File: config.mk
export PLATFORM = sky130hd
export DESIGN_NAME = ras_ckpt_ctrl
export DESIGN_NICKNAME = d
export VERILOG_FILES = /design/src/rtl/ras_pkg.sv /design/src/rtl/ras_ptr_shadow.sv /design/src/rtl/ras_ckpt_ctrl.sv
export SDC_FILE = /design/constraint.sdc
export NUM_CORES = 1
export LEC_CHECK = 0
export CORE_AREA = 2 2 62 93
export DETAILED_ROUTE_END_ITERATION = 10
export DIE_AREA = 0 0 64 95
export DONT_BUFFER_PORTS = 1
export GPL_TIMING_DRIVEN = 0
export RECOVER_POWER = 100
export SLEW_MARGIN = 20
export SYNTH_ARGS = -nofsm -noshare
export SYNTH_HDL_FRONTEND = slang
export SYNTH_SLANG_ARGS = --single-unit
File: constraint.sdc
create_clock -name clk -period 5 [get_ports clk]
set_clock_uncertainty 0.05 [all_clocks]
set_input_delay 0.75 -clock clk [delete_from_list [all_inputs] [get_ports clk]]
set_output_delay 0.75 -clock clk [all_outputs]
set_load 0.05 [all_outputs]
File: src/rtl/ras_pkg.sv
// Shared sizing, pointer-pair type and reset constants for the return
// address stack and its speculation checkpoints.
package ras_pkg;

  localparam int RAS_DEPTH  = 4;
  localparam int CKPT_DEPTH = 4;
  localparam int PW         = $clog2(RAS_DEPTH);
  localparam int TW         = $clog2(CKPT_DEPTH);

  typedef struct packed {
    logic [PW-1:0] tosp;
    logic [PW:0]   depth;
  } ras_ptr_t;

  localparam logic [PW-1:0] TOSP_RST   = PW'(RAS_DEPTH - 1);
  localparam logic [PW-1:0] TOSP_ONE   = PW'(1);
  localparam logic [PW:0]   DEPTH_ZERO = (PW+1)'(0);
  localparam logic [PW:0]   DEPTH_ONE  = (PW+1)'(1);
  localparam logic [PW:0]   DEPTH_MAX  = (PW+1)'(RAS_DEPTH);
  localparam ras_ptr_t      PTR_RST    = '{tosp: TOSP_RST, depth: DEPTH_ZERO};

  localparam logic [TW-1:0] TAG_ZERO   = TW'(0);
  localparam logic [TW-1:0] TAG_ONE    = TW'(1);
  localparam logic [TW:0]   CNT_ZERO   = (TW+1)'(0);
  localparam logic [TW:0]   CNT_ONE    = (TW+1)'(1);
  localparam logic [TW:0]   CNT_FULL   = (TW+1)'(CKPT_DEPTH);

endpackage

File: src/rtl/ras_ptr_shadow.sv
// TOSP/depth pointer pair with push, pop and load; shared with the RAS
// pointer logic so both copies follow identical update rules.
module ras_ptr_shadow
  import ras_pkg::*;
(
  input  logic     clk,
  input  logic     reset,
  input  logic     push,
  input  logic     pop,
  input  logic     load,
  input  ras_ptr_t load_val,
  output ras_ptr_t ptr
);

  ras_ptr_t ptr_r;
  ras_ptr_t ptr_nxt_s;

  // Next pointer pair: a load overrides any push or pop in the same cycle.
  always_comb begin
    ptr_nxt_s = ptr_r;
    if (load) begin
      ptr_nxt_s = load_val;
    end else if (push && !pop) begin
      ptr_nxt_s.tosp = ptr_r.tosp + TOSP_ONE;
      if (ptr_r.depth != DEPTH_MAX) begin
        ptr_nxt_s.depth = ptr_r.depth + DEPTH_ONE;
      end else begin
        ptr_nxt_s.depth = ptr_r.depth;
      end
    end else if (pop && !push) begin
      if (ptr_r.depth != DEPTH_ZERO) begin
        ptr_nxt_s.tosp  = ptr_r.tosp - TOSP_ONE;
        ptr_nxt_s.depth = ptr_r.depth - DEPTH_ONE;
      end else begin
        ptr_nxt_s = ptr_r;
      end
    end else begin
      ptr_nxt_s = ptr_r;
    end
  end

  // Pointer register.
  always_ff @(posedge clk or posedge reset) begin
    if (reset) begin
      ptr_r <= PTR_RST;
    end else begin
      ptr_r <= ptr_nxt_s;
    end
  end

  assign ptr = ptr_r;

endmodule

File: src/rtl/ras_ckpt_ctrl.sv
// RAS speculation controller: snapshots the shadow RAS pointers per
// conditional branch and restores them into the RAS on a mispredict.
module ras_ckpt_ctrl
  import ras_pkg::*;
(
  input  logic          clk,
  input  logic          reset,
  input  logic          du_jal_push,
  input  logic          du_jr31_pop,
  input  logic          du_br_dispatch,
  output logic [TW-1:0] ckpt_tag,
  output logic          ckpt_full,
  input  logic          rob_br_commit,
  input  logic          br_mispredict,
  input  logic [TW-1:0] br_mispredict_tag,
  output logic          ras_restore,
  output logic [PW-1:0] ras_restore_tosp,
  output logic [PW:0]   ras_restore_depth,
  output logic          ckpt_err
);

  logic [TW-1:0] head_r;
  logic [TW-1:0] tail_r;
  logic [TW:0]   count_r;
  ras_ptr_t      slot_r [CKPT_DEPTH];
  logic          restore_r;
  ras_ptr_t      restore_ptr_r;
  logic          err_r;

  ras_ptr_t      shadow_s;
  ras_ptr_t      mp_slot_s;
  logic          multi_s;
  logic [TW-1:0] mp_off_s;
  logic          mp_ok_s;
  logic          mp_bad_s;
  logic          full_s;
  logic          empty_s;
  logic          alloc_s;
  logic          alloc_err_s;
  logic          push_s;
  logic          pop_s;
  logic          commit_ok_s;
  logic          commit_err_s;
  logic [TW-1:0] head_nxt_s;
  logic [TW-1:0] tail_nxt_s;
  logic [TW:0]   count_nxt_s;

  // Request decode: a valid mispredict squashes every dispatch-side action.
  always_comb begin
    multi_s      = (du_jal_push && du_jr31_pop) ||
                   (du_jal_push && du_br_dispatch) ||
                   (du_jr31_pop && du_br_dispatch);
    mp_off_s     = br_mispredict_tag - head_r;
    mp_ok_s      = br_mispredict && ({1'b0, mp_off_s} < count_r);
    mp_bad_s     = br_mispredict && !({1'b0, mp_off_s} < count_r);
    mp_slot_s    = slot_r[br_mispredict_tag];
    full_s       = (count_r == CNT_FULL);
    empty_s      = (count_r == CNT_ZERO);
    alloc_s      = du_br_dispatch && !multi_s && !mp_ok_s && !full_s;
    alloc_err_s  = du_br_dispatch && !multi_s && !mp_ok_s && full_s;
    push_s       = du_jal_push && !multi_s && !mp_ok_s;
    pop_s        = du_jr31_pop && !multi_s && !mp_ok_s;
    commit_ok_s  = rob_br_commit && (mp_ok_s || !empty_s);
    commit_err_s = rob_br_commit && !mp_ok_s && empty_s;
  end

  // Queue pointers; a commit is applied after any mispredict truncation.
  always_comb begin
    head_nxt_s  = head_r;
    tail_nxt_s  = tail_r;
    count_nxt_s = count_r;
    if (mp_ok_s) begin
      tail_nxt_s  = br_mispredict_tag + TAG_ONE;
      count_nxt_s = {1'b0, mp_off_s} + CNT_ONE;
    end else if (alloc_s) begin
      tail_nxt_s  = tail_r + TAG_ONE;
      count_nxt_s = count_r + CNT_ONE;
    end else begin
      tail_nxt_s  = tail_r;
      count_nxt_s = count_r;
    end
    if (commit_ok_s) begin
      head_nxt_s  = head_r + TAG_ONE;
      count_nxt_s = count_nxt_s - CNT_ONE;
    end else begin
      head_nxt_s  = head_r;
    end
  end

  ras_ptr_shadow u_shadow (
    .clk      (clk),
    .reset    (reset),
    .push     (push_s),
    .pop      (pop_s),
    .load     (mp_ok_s),
    .load_val (mp_slot_s),
    .ptr      (shadow_s)
  );

  // Checkpoint queue, restore pulse and sticky error state.
  always_ff @(posedge clk or posedge reset) begin
    if (reset) begin
      head_r        <= TAG_ZERO;
      tail_r        <= TAG_ZERO;
      count_r       <= CNT_ZERO;
      restore_r     <= 1'b0;
      restore_ptr_r <= '{tosp: {PW{1'b0}}, depth: DEPTH_ZERO};
      err_r         <= 1'b0;
      for (int i = 0; i < CKPT_DEPTH; i++) begin
        slot_r[i] <= PTR_RST;
      end
    end else begin
      head_r    <= head_nxt_s;
      tail_r    <= tail_nxt_s;
      count_r   <= count_nxt_s;
      restore_r <= mp_ok_s;
      err_r     <= err_r || multi_s || mp_bad_s || alloc_err_s || commit_err_s;
      if (mp_ok_s) begin
        restore_ptr_r <= mp_slot_s;
      end else begin
        restore_ptr_r <= restore_ptr_r;
      end
      if (alloc_s) begin
        slot_r[tail_r] <= shadow_s;
      end else begin
        slot_r[tail_r] <= slot_r[tail_r];
      end
    end
  end

  assign ckpt_tag          = tail_r;
  assign ckpt_full         = full_s;
  assign ras_restore       = restore_r;
  assign ras_restore_tosp  = restore_ptr_r.tosp;
  assign ras_restore_depth = restore_ptr_r.depth;
  assign ckpt_err          = err_r;

endmodule

### Yosys cells after proc, flatten, opt, wreduce, memory -nomap -nowiden

Cells that the tools add are included.

| word-level totals | value |
|---|---|
| flip-flop bits (word level) | 39 |
| latch bits | 0 |
| RAM bits | 0 |
| ROM bits | 0 |
| bits of input ports | 9 |
| output and inout bits | 10 |
| word-level logic and storage cells | 98 |
| memories | 0 |

| operators by class | value |
|---|---|
| $add $sub $neg | 11 |
| $mul | 0 |
| divide/modulo/power cells | 0 |
| order comparisons | 4 |
| equality and inequality tests | 3 |
| shift operators | 0 |
| multiplexer cells | 21 |
| bitwise gates (word level) | 2 |
| reductions and logical operators | 40 |

Operators with widths:

| cell | number |
|---|---|
| two-way mux 5 bit | 9 |
| bitwise mux 20 bit | 2 |
| binary-select mux 5 bit (select 2 bit) | 2 |
| two-way mux 20 bit | 1 |
| logical AND 1 bit | 19 |
| two-way mux 3 bit | 4 |
| demux 5 bit (select 2 bit) | 1 |
| nonzero test 3 bit | 3 |
| adder 2 x 1 -> 2 bit, second input constant | 4 |
| logical NOT 1 bit | 7 |
| logical OR 1 bit | 7 |
| adder 3 x 1 -> 3 bit, second input constant | 2 |
| greater-or-equal comparator 3 bit, second input constant | 2 |
| != test 3 bit, second input constant | 2 |
| NOT 2 -> 3 bit | 2 |
| subtractor 3 x 1 -> 3 bit, second input constant | 2 |
| two-way mux 2 bit | 2 |
| adder 2 x 1 -> 3 bit, second input constant | 1 |
| equality test 3 bit, second input constant | 1 |
| logical NOT 3 bit | 1 |
| less-than comparator 2 x 3 -> 1 bit | 1 |
| less-than comparator 3 x 1 -> 1 bit, second input constant | 1 |
| AND reduction 3 bit | 1 |
| AND reduction 2 bit | 1 |
| 3 further kinds | 3 |

### Depth between registers and ports, before layout

Gate-level depths: netlist (run 1).

| logic depth | value |
|---|---|
| depth after elaboration | 11 |
| depth in mapped cells | 15 |
| depth with buffers taken out | 13 |

### Cells and area by module

From an unflattened synthesis (run 1), not the netlist that was laid out.

| unflattened totals | value |
|---|---|
| cells, all modules | 222 |
| area, all modules | 2,383.5 um^2 |

By module, submodules not included:

| module | times used | cells an instance | area each (um^2) | seq. area each (um^2) |
|---|---|---|---|---|
| ras_ckpt_ctrl | 1 | 183 | 2,008.2 | 860.8 |
| ras_ptr_shadow | 1 | 39 | 375.4 | 127.6 |

### Worst setup path before layout (run 1)

Ideal clock, no wire load.

| timing | value |
|---|---|
| path kind | input-to-reg |
| start point | input port br_mispredict_tag[0] |
| end point | register u_shadow.ptr_r (netlist bit u_shadow.ptr[2]) |
| setup time | 0.120 ns |
| data arrival time | 3.509 ns |
| required time | 4.830 ns |
| path slack | 1.321 ns |
| stages on the path | 14 |
| path buffers | 2 |
| cells stage by stage | buf_2 > inv_1 > ha_1 > xnor2_1 > xnor2_1 > ha_1 > nand2b_4 > o211ai_4 > clkbuf_1 > nand2_1 > fa_1 > o31ai_1 > o221ai_1 > a31o_2 |

| on the way | value |
|---|---|
| cells in the longest elaborated chain, start to end | 9 |
| elaborated cells on any way between the ends | 20 |
| those cells by class | add/sub: 1; order compare: 1; eq/ne: 1; mux: 5; bitwise: 1; reduce/logical: 11 |

RTL lines:

| element | line | source |
|---|---|---|
| start, declared | ras_ckpt_ctrl.sv:15 | `input logic [TW-1:0] br_mispredict_tag,` |
| subtractor 2 bit | ras_ckpt_ctrl.sv:53 | `mp_off_s = br_mispredict_tag - head_r;` |
| less-than comparator 2 x 3 -> 1 bit | ras_ckpt_ctrl.sv:54 | `mp_ok_s = br_mispredict && ({1'b0, mp_off_s} < count_r);` |
| logical AND 1 bit | ras_ckpt_ctrl.sv:54 |  |
| logical NOT 1 bit | ras_ckpt_ctrl.sv:61, ras_ckpt_ctrl.sv:62 |  |
| logical AND 1 bit (on tied branches) | ras_ckpt_ctrl.sv:62, ras_ckpt_ctrl.sv:61 |  |
| logical NOT 1 bit (on tied branches) | ras_ptr_shadow.sv:23, ras_ptr_shadow.sv:30 |  |
| logical AND 1 bit (on tied branches) | ras_ptr_shadow.sv:23, ras_ptr_shadow.sv:30 |  |
| != test 3 bit (no line) (tied with other cells) | -- |  |
| AND reduction 3 bit (no line) or two-way mux 5 bit (tied branches) | -- |  |
| end signal, assigned | ras_ptr_shadow.sv:47 | `ptr_r <= ptr_nxt_s;` |
| end, declared | ras_ptr_shadow.sv:15 | `ras_ptr_t ptr_r;` |

Parallel ways exist; a longest one is shown, timed or not. The select of a mux whose other input is x is not followed.
A chain may end at the register's enable or synchronous reset.

### Worst setup path after layout (run 1)

Same ends and word-level chain as after synthesis.

==> metrics.txt, run 1 <==
status=complete, but fails checks; failing checks=capacitance limit, slew limit; Initial Util=approximately 44%; yosys warns=0; Synth Register Bits=39; mapped cell area=2360 µm²; Main synth FF type=dfrtp_1; nets@finish=roughly 250; CTS Hold Bufs=0; post-synthesis sequential area ratio=about two fifths; initial antenna violation count=0; vias per inst=5.60; Max-cap violations=1; share of post-route cells with drive strength above 1=between 10% and 20%; All-Layer GR Usage=a little under a fifth; crit-path cells=buf_2 -> inv_1 -> ha_1 -> xnor2_1 -> xnor2_1 -> ha_1 -> nand2b_2 -> o211ai_1 -> clkbuf_1 -> nand2_1 -> fa_1 -> o31ai_1 -> o221ai_1 -> a31o_2; worst slack, placed=between 800 and 900 ps; unrepaired setup endpoints after global routing=no; Skew-Pair Late Insertion Delay=between 200 and 300 ps; commonest non-fill, non-tap cell in the layout=dfrtp_1; Syn Nets=237; IO Pins=19; drt total wl=4.91 mm; Post-CTS Setup Repair Bufs=0; Critical Path Sink Type=register; Iter 0 DRT Violations=58; register area=988 µm²; CTS tree=yes; CP startpoint kind=primary input; part of the cycle the worst path needs=a little over 80%; Crit-path slowest cell=o211ai_1; Worst Max-Slew Pin Slew=1720 ps; VDD IR-drop max=0.219 mV; Mean Syn Cell Area=10.7 µm²; Final Worst Setup Slack=around 900 ps; Routed wire per std cell=around 16 µm; CP max FO=10; Num CTS Buffers=5; Crit Path Class=primary input to register; Final ANT Viol Nets=0; Total Power=~1800 µW; pwr dens=~700 nW/µm²; slew margin rel.=-14.7%; Post-route DRC=0; clock slew seen by the registers of the worst setup and hold paths=80 ps; Area growth syn-to-layout=7.33%; final setup vio count=0; Fmax achieved=about 0.24 GHz; Final min period=between 4000 and 5000 ps; row count=33; min-delay worst type=primary input to asynchronous set/reset pin; Multi-input gate area=1230 µm²; vias in the first global route=~1700; gpl congestion=0.762; Root Buffer Master=clkbuf_8; post-synthesis cell type count=48; ant diodes=0; H-Tree Depth=2; Max clock buf depth=2; fin util=roughly 47%; Die Area=6080 µm²; DIE HEIGHT=approximately 95 µm; HPWL Detailed=around 3.8 mm; grt ovf=0; CP arrival=4230 ps; Final Hold Viols=0; largest net degree at the start of global routing=33; fillers=493; slowest stage delay, CP=~600 ps; DRT Pass-1 Iters=4; post-CTS resize count=0; DR vias=~1700; Leakage Power=between 0.001 and 0.0015 µW; CTS Sinks=39; Core Box Area=5330 µm²; fin. max-slew vios=33; synthesized instance count=~220; EDFF count, synth=0; number of I/O port buffers=0; global-route wire length before repair=about 8.4 mm; WP data required=about 5100 ps; asr flop ratio synth=100%; setup TNS=0 ps; Hold Slack=~230 ps; most frequent cells in the layout=dfrtp_1, nor2_1, a31oi_1; Die X-Extent=approximately 64 µm
## worst max-delay path, delay by kind of cell
kind                     cells  cell delay [ps]
buffers and inverters        3              770
XOR/XNOR                     2              300
AND/OR/NAND/NOR              2              190
AO/OA/AOI/OAI                4             1250
adder cells (fa/ha/maj)      3              960
## power breakdown
part / switching, µW / internal [µW]
registers: 226 / 476
clock network: 117 / 149
logic: 452 / 358
## kinds of logic (layout without fill, tap and decap cells)
logic type | Yosys count | after routing | share of synthesized area (%)
XOR/XNOR | 11 | 11 | 4.09
adder cells (fa/ha/maj) | 7 | 7 | 4.04
flip-flops | 39 | 39 | 42.0
multiplexers | 19 | 19 | 13.5
AND/OR/NAND/NOR | 65 | 65 | 15.8
AO/OA/AOI/OAI | 54 | 54 | 15.9
buffers and inverters | 26 | 35 | 4.73
## synth_stat cells, drive strengths merged, types with 6 or more instances
cell type	count	area share, %
a21o	6	1.9
a31oi	22	5.8
buf	10	2.2
dfrtp	29	31
dfstp	10	11
ha	6	3.2
inv	13	2.1
mux2i	7	3.0
mux4	10	9.6
nand2	10	1.9
nor2	24	3.8
o21ai	10	2.1
xnor2	6	2.2
## flip-flops by register name, indices dropped and copies added, names as in the netlist
name	cells
ckpt_err	1
ras_restore_tosp	2
u_shadow.ptr	5
ckpt_tag	2
count_r	3
slot_r	20
ras_restore_depth	3
head_r	2
ras_restore	1
## layer usage
metal	wire (µm)	track usage, %	vias up
li1	-	-	818
met1	2000	20.2	832
met2	2720	33.9	25
met3	121	2.98	6
met4	74	7.43	0
met5	0	0	-
## worst paths after layout
| path | start | endpoint | slack, ps | cells after the start |
|---|---|---|---|---|
| worst max-delay path | br_mispredict_tag[0] | u_shadow.ptr[2] | 920 | 14 |
| worst min-delay path | reset | head_r[1] | 230 | 1 |
| worst max register to register | head_r[0] | u_shadow.ptr[2] | 1280 | 12 |
| worst min register to register | head_r[1] | head_r[1] | 450 | 1 |
| max in group asynchronous | reset | slot_r[16] | 2770 | 2 |
| min in group clk | head_r[1] | head_r[1] | 450 | 1 |
## through the flow
step	instance area, µm²	instances
after global routing	2530	300
final	2530	300
after floorplan	2360	221
after detailed placement	2460	292
after CTS	2580	300
after global placement	2440	291
## area by class of cell
cell class	count	area share (%)
Inverter	13	1.93
Buffer	13	2.18
Tap cell	70	3.46
Sequential cell	39	39.1
Clock buffer	5	2.72
Timing Repair Buffer	1	0.148
Multi-Input combinational cell	156	48.7
Clock inverter	3	1.73
Power figures use the tool's default switching activity.
==> run 2: changes to the inputs <==
==> constraint.sdc (replaced) <==
create_clock -name clk -period 3.4 [get_ports clk]
set_clock_uncertainty 0.05 [all_clocks]
set_input_delay 0.51 -clock clk [delete_from_list [all_inputs] [get_ports clk]]
set_output_delay 0.51 -clock clk [all_outputs]
set_load 0.05 [all_outputs]
==> run 2 against run 1 <==
  * The flow still finishes with violations (capacitance limit, slew limit)
  * Non-clock buffer count grew 5
  * Clock power is 31% higher
  * Register-to-register slack got worse by 930 ps
  * Sequential share of layout area is 0.83 points lower
  * Largest cell class unchanged
  * Largest power group unchanged
==> metrics.txt, run 2 (synthesis gave the netlist of run 1 again) <==
status=complete, but fails checks; failing checks=capacitance limit, slew limit; Final Hold Viols=0; Die Area=slightly above 6000 µm²; critical path depth=14; Top delay family on crit path=compound AO/OA/AOI/OAI gates; vias in the first global route=around 1800; CTS tree=yes; Final min period=around 3100 ps; RR Startpoint=head_r[0]; largest net degree at the start of global routing=32; Total Power=around 2700 µW; fin. max-slew vios=32; r2r setup slk=between 300 and 400 ps; crit-path cells=clkbuf_4 -> inv_1 -> ha_1 -> xnor2_1 -> xnor2_1 -> ha_1 -> nand2b_1 -> o211ai_4 -> buf_6 -> nand2_1 -> fa_2 -> o31ai_1 -> o221ai_1 -> a31o_2; row count=33; HPWL Detailed=roughly 3.8 mm; buffers plus inverters on the worst setup path=3; part of the cycle the worst path needs=~90%; initial antenna violation count=0; VDD IR-drop max=about 0.36 mV; WP data required=around 3500 ps; Initial Util=approximately 44%; Skew-Pair Late Insertion Delay=~290 ps; Fmax achieved=0.318 GHz; hold wc startpoint=rob_br_commit; gpl congestion=0.770; Top reg by flops=slot_r; drt total wl=just over 5 mm; ant diodes=0; Max-cap violations=1; CP startpoint kind=primary input; unrepaired setup endpoints after global routing=no; global-route wire length before repair=between 8 and 9 mm; nets@finish=250; Leakage Power=between 0.001 and 0.0015 µW; clock slew seen by the registers of the worst setup and hold paths=80 ps; Hold Path Sink=head_r[1]; Num CTS Buffers=5; Post-route DRC=0; Iter 0 DRT Violations=154; Die X-Extent=about 64 µm; min-delay worst type=primary input to register; Routed wire per std cell=16.9 µm; slowest stage delay, CP=around 380 ps; DIE HEIGHT=between 90 and 100 µm; share of post-route cells with drive strength above 1=21.3%; CP arrival=3280 ps; Core Box Area=approximately 5300 µm²; number of I/O port buffers=0; grt ovf=0; CP max FO=10; DRT Pass-1 Iters=4; Critical Path Sink Type=register; H-Tree Depth=2; CTS Sinks=39; Crit-path slowest cell=fa_2; IO Pins=19; DR vias=between 1500 and 2000; r2r endpoint=u_shadow.ptr[2]; hold depth=2; commonest non-fill, non-tap cell in the layout=dfrtp_1; Max clock buf depth=2; Crit Path Class=primary input to register; All-Layer GR Usage=~19%; Root Buffer Master=clkbuf_8; max reg flops=20; most frequent cells in the layout=dfrtp_1, nor2_1, a31oi_1; setup TNS=0 ps; vias per inst=around 5.7; Area growth syn-to-layout=9.67%; final setup vio count=0; Final ANT Viol Nets=0; R2R depth=12; pwr dens=just over 1000 nW/µm²; Worst Max-Slew Pin Slew=1710 ps; slew margin rel.=-13.8%
run 2: cell count changes in the layout (fill, tap and decap cells not counted), sizes merged:
cell,previous run,this run
buf,8,12
bufinv,1,0
clkbuf,11,14
clkinv,2,0
dlygate4sd3,0,1
run 2: layer usage:
layer | global-route usage (%) | vias up | share of wire, %
li1 | - | 833 | -
met1 | 23.6 | 850 | 42
met2 | 34.1 | 38 | 53
met3 | 2.50 | 7 | 3.0
met4 | 8.15 | 0 | 1.8
met5 | 0 | - | 0
run 2: report_power, final:
group / switching, µW / leakage (µW) / internal [µW]
logic: 695 / 0.000575 / 588
registers: 336 / 0.000420 / 701
clock network: 163 / 0.0000515 / 185
run 2: how the worst max path moves through the flow:
stage	startpoint	endpoint	slack, ps
floorplan	br_mispredict_tag[0]	u_shadow.ptr[2]	60
global placement	br_mispredict_tag[0]	u_shadow.ptr[2]	-340
detailed placement	br_mispredict_tag[0]	u_shadow.ptr[2]	-330
CTS	br_mispredict_tag[0]	u_shadow.ptr[2]	20
global route	br_mispredict_tag[0]	u_shadow.ptr[2]	40
finish	br_mispredict_tag[0]	u_shadow.ptr[2]	260
run 2: what timing repair did:
item / 4_1_cts / 5_1_grt
pin swaps: 0 / 1
hold endpoints to repair: 6 / 0
cloned: 0 / 0
hold buffers: 1 / 0
setup buffers: 0 / 4
endpoints found under the setup margin: 1 / 1
resized for setup: 1 / 4
run 2: metrics by stage:
stage	instances	cell area, µm²	setup slack (ps)	hold slack [ps]	utilization (%)
2_1_floorplan	221	2360	63.6	417	-
3_3_place_gp	291	2440	-339	432	45.9
3_5_place_dp	292	2460	-328	284	46.3
4_1_cts	301	2580	17.9	351	48.4
5_1_grt	305	2580	41.2	366	48.5
6_report	305	2580	256	355	48.5
run 2: area by class of cell:
| cell class | instances | area [µm²] |
|---|---|---|
| Clock buffer | 8 | 100 |
| Inverter | 13 | 48.8 |
| Tap cell | 70 | 87.6 |
| Buffer | 13 | 68.8 |
| Sequential cell | 39 | 988 |
| Multi-Input combinational cell | 156 | 1250 |
| Timing Repair Buffer | 6 | 43.8 |
| Fill cell | 512 | 2740 |
run 2: worst reg2reg max path, stage by stage (launching register included):
cell	delay [ps]
dfrtp_1	410
ha_1	200
xnor2_1	130
xnor2_1	180
ha_1	290
nand2b_1	120
o211ai_4	300
buf_6	190
nand2_1	80
fa_2	380
o31ai_1	200
o221ai_1	160
a31o_2	260
==> run 3: changes to the inputs <==
--- a/config.mk
+++ b/config.mk
@@ -5,9 +5,9 @@
 export SDC_FILE = /design/constraint.sdc
 export NUM_CORES = 1
 export LEC_CHECK = 0
-export CORE_AREA = 2 2 62 93
+export CORE_AREA = 10 10 70 101
 export DETAILED_ROUTE_END_ITERATION = 10
-export DIE_AREA = 0 0 64 95
+export DIE_AREA = 0 0 80 111
 export DONT_BUFFER_PORTS = 1
 export GPL_TIMING_DRIVEN = 0
 export RECOVER_POWER = 100
==> run 3 against run 2 <==
  * The flow still finishes with violations (capacitance limit, slew limit)
  * Largest power group unchanged
  * Clock power increased by 8.9%
  * Sequential power about the same
  * Global-route usage decreased by 6.8 points
  * Via count decreased by 1.7%
  * Fmax decreased by 1.6%
  * Critical path depth unchanged
  * First-iteration DRC count decreased by 41%
  * Cell count unchanged
==> metrics.txt, run 3 (synthesis gave the netlist of run 1 again) <==
status=complete, but fails checks; failing checks=capacitance limit, slew limit; nets@finish=250; Root Buffer Master=clkbuf_8; switch share=44.1%; Crit-path slowest cell=fa_1; most frequent cells in the layout=dfrtp_1, nor2_1, a31oi_1; fin. max-slew vios=35; All-Layer GR Usage=12.6%; DIE HEIGHT=111 µm; Final Hold Viols=0; met3 usage=2.68%; GR peak layer=met2; met2 Usage GRT=between 20% and 30%; fin area=2600 µm²; VDD IR-drop max=roughly 0.44 mV; Skew-Pair Late Insertion Delay=around 290 ps; max reg flops=20; Top reg by flops=slot_r; NetSw=approximately 1200 µW; placed instance area=about 2500 µm²; crit-path cells=clkbuf_4 -> inv_1 -> ha_1 -> xnor2_1 -> xnor2_1 -> ha_1 -> nand2b_4 -> o211ai_4 -> buf_4 -> nand2_1 -> fa_1 -> o31ai_1 -> o221ai_1 -> a31o_2; Final min period=3190 ps; Final ANT Viol Nets=0; Die Area=slightly below 9000 µm²; CTS tree=yes; row count=33; vias in the first global route=approximately 1700; buffers plus inverters on the worst setup path=3; Num CTS Buffers=5; largest net degree at the start of global routing=35; CP arrival=about 3300 ps; gpl congestion=around 0.83; Leakage Power=between 0.001 and 0.0015 µW; hold depth=2; slew margin rel.=-24.0%; Power Internal=1530 µW; Top delay family on crit path=adder cells; clock slew seen by the registers of the worst setup and hold paths=80 ps; DR vias=1699; final setup vio count=0; met1 Use GR=approximately 15%; CTS Sinks=39; commonest non-fill, non-tap cell in the layout=dfrtp_1; Worst Max-Slew Pin Slew=between 1500 and 2000 ps; WP data required=roughly 3500 ps; number of I/O port buffers=0; Crit Path Class=primary input to register; Fmax achieved=between 0.3 and 0.4 GHz; share of post-route cells with drive strength above 1=between 20% and 30%; Iter 0 DRT Violations=between 90 and 100; grt ovf=0; initial antenna violation count=0; critical path depth=14; Flop pwr share=38.0%; global-route wire length before repair=around 9.0 mm; Post-route DRC=0; Die X-Extent=approximately 80 µm; Hold Slack=360 ps; Routed wire per std cell=17.3 µm; Finished Layout Cells=between 300 and 400; min-delay worst type=primary input to register; DRT Pass-1 Iters=5; Max-cap violations=1; part of the cycle the worst path needs=93.9%; IO Pins=19; HPWL Detailed=between 3 and 4 mm; Total Power=between 2000 and 3000 µW; R2R depth=12; Area growth syn-to-layout=10.4%; unrepaired setup endpoints after global routing=no; CP startpoint kind=primary input; ant diodes=0; slowest stage delay, CP=approximately 440 ps; Logic pwr share=between 40% and 50%; Clk pwr share=roughly 14%; Max clock buf depth=2; Critical Path Sink Type=register; vias per inst=5.57; Core Box Area=5370 µm²; H-Tree Depth=2; Initial Util=roughly 44%; placed insts=just under 300; drt total wl=5.29 mm; CP max FO=10; pwr dens=1050 nW/µm²
## run 3: changes by cell type in the layout (fill, tap and decap cells not counted), moves of 2 or more
cell / previous run / this run
and2_0: 2 / 0
buf_4: 4 / 7
clkbuf_8: 7 / 5
and2_1: 3 / 5
o21ai_1: 0 / 6
o21ai_0: 10 / 4
## run 3: layout make-up
type	instances	area (µm²)
flip-flops and latches	39	988
plain buffers	13	68.8
inverters	13	48.8
well taps	70	87.6
clock buffers	7	76.3
multi-input cells	156	1260
clock inverters	1	30.0
repair buffers	6	43.8
fillers	522	2770
## run 3: path summary, 6_finish.rpt
| kind | start | to | slack, ps |
|---|---|---|---|
| worst min register to register | head_r[1] | head_r[1] | 450 |
| min in group asynchronous | reset | ckpt_tag[1] | 520 |
| worst max-delay path | br_mispredict_tag[0] | u_shadow.ptr[2] | 210 |
| worst min-delay path | rob_br_commit | head_r[1] | 360 |
| max in group asynchronous | reset | ras_restore_tosp[1] | 770 |
| worst max register to register | head_r[0] | u_shadow.ptr[2] | 280 |
## run 3: power by group through the flow
stage,clock [µW],combinational [µW],sequential [µW]
2_1_floorplan,0,1040,995
3_3_place_gp,0,1270,1040
3_5_place_dp,0,1280,1060
4_1_cts,390,1300,1050
5_1_grt,400,1480,1070
6_report,379,1320,1040
## run 3: what timing repair did
item,4_1_cts,5_1_grt
pin swaps,0,1
endpoints found under the hold margin,5,0
buffers inserted,0,4
hold buffers,1,0
endpoints found under the setup margin,1,1
gates resized for setup,1,2
## run 3: routing by layer
metal  part of all wire, %  vias to the layer above
li1                      -                      827
met1                    43                      824
met2                    51                       39
met3                   4.3                        9
met4                   1.7                        0
met5                     0                        -
## run 3: through the flow
step	worst slack (ps)	setup TNS (ps)	util (%)
after floorplan	63.6	0	-
after global placement	-325	-325	45.5
after detailed placement	-322	-322	45.9
after CTS	32.7	0	48.1
after global routing	1.85	0	48.4
final	206	0	48.4
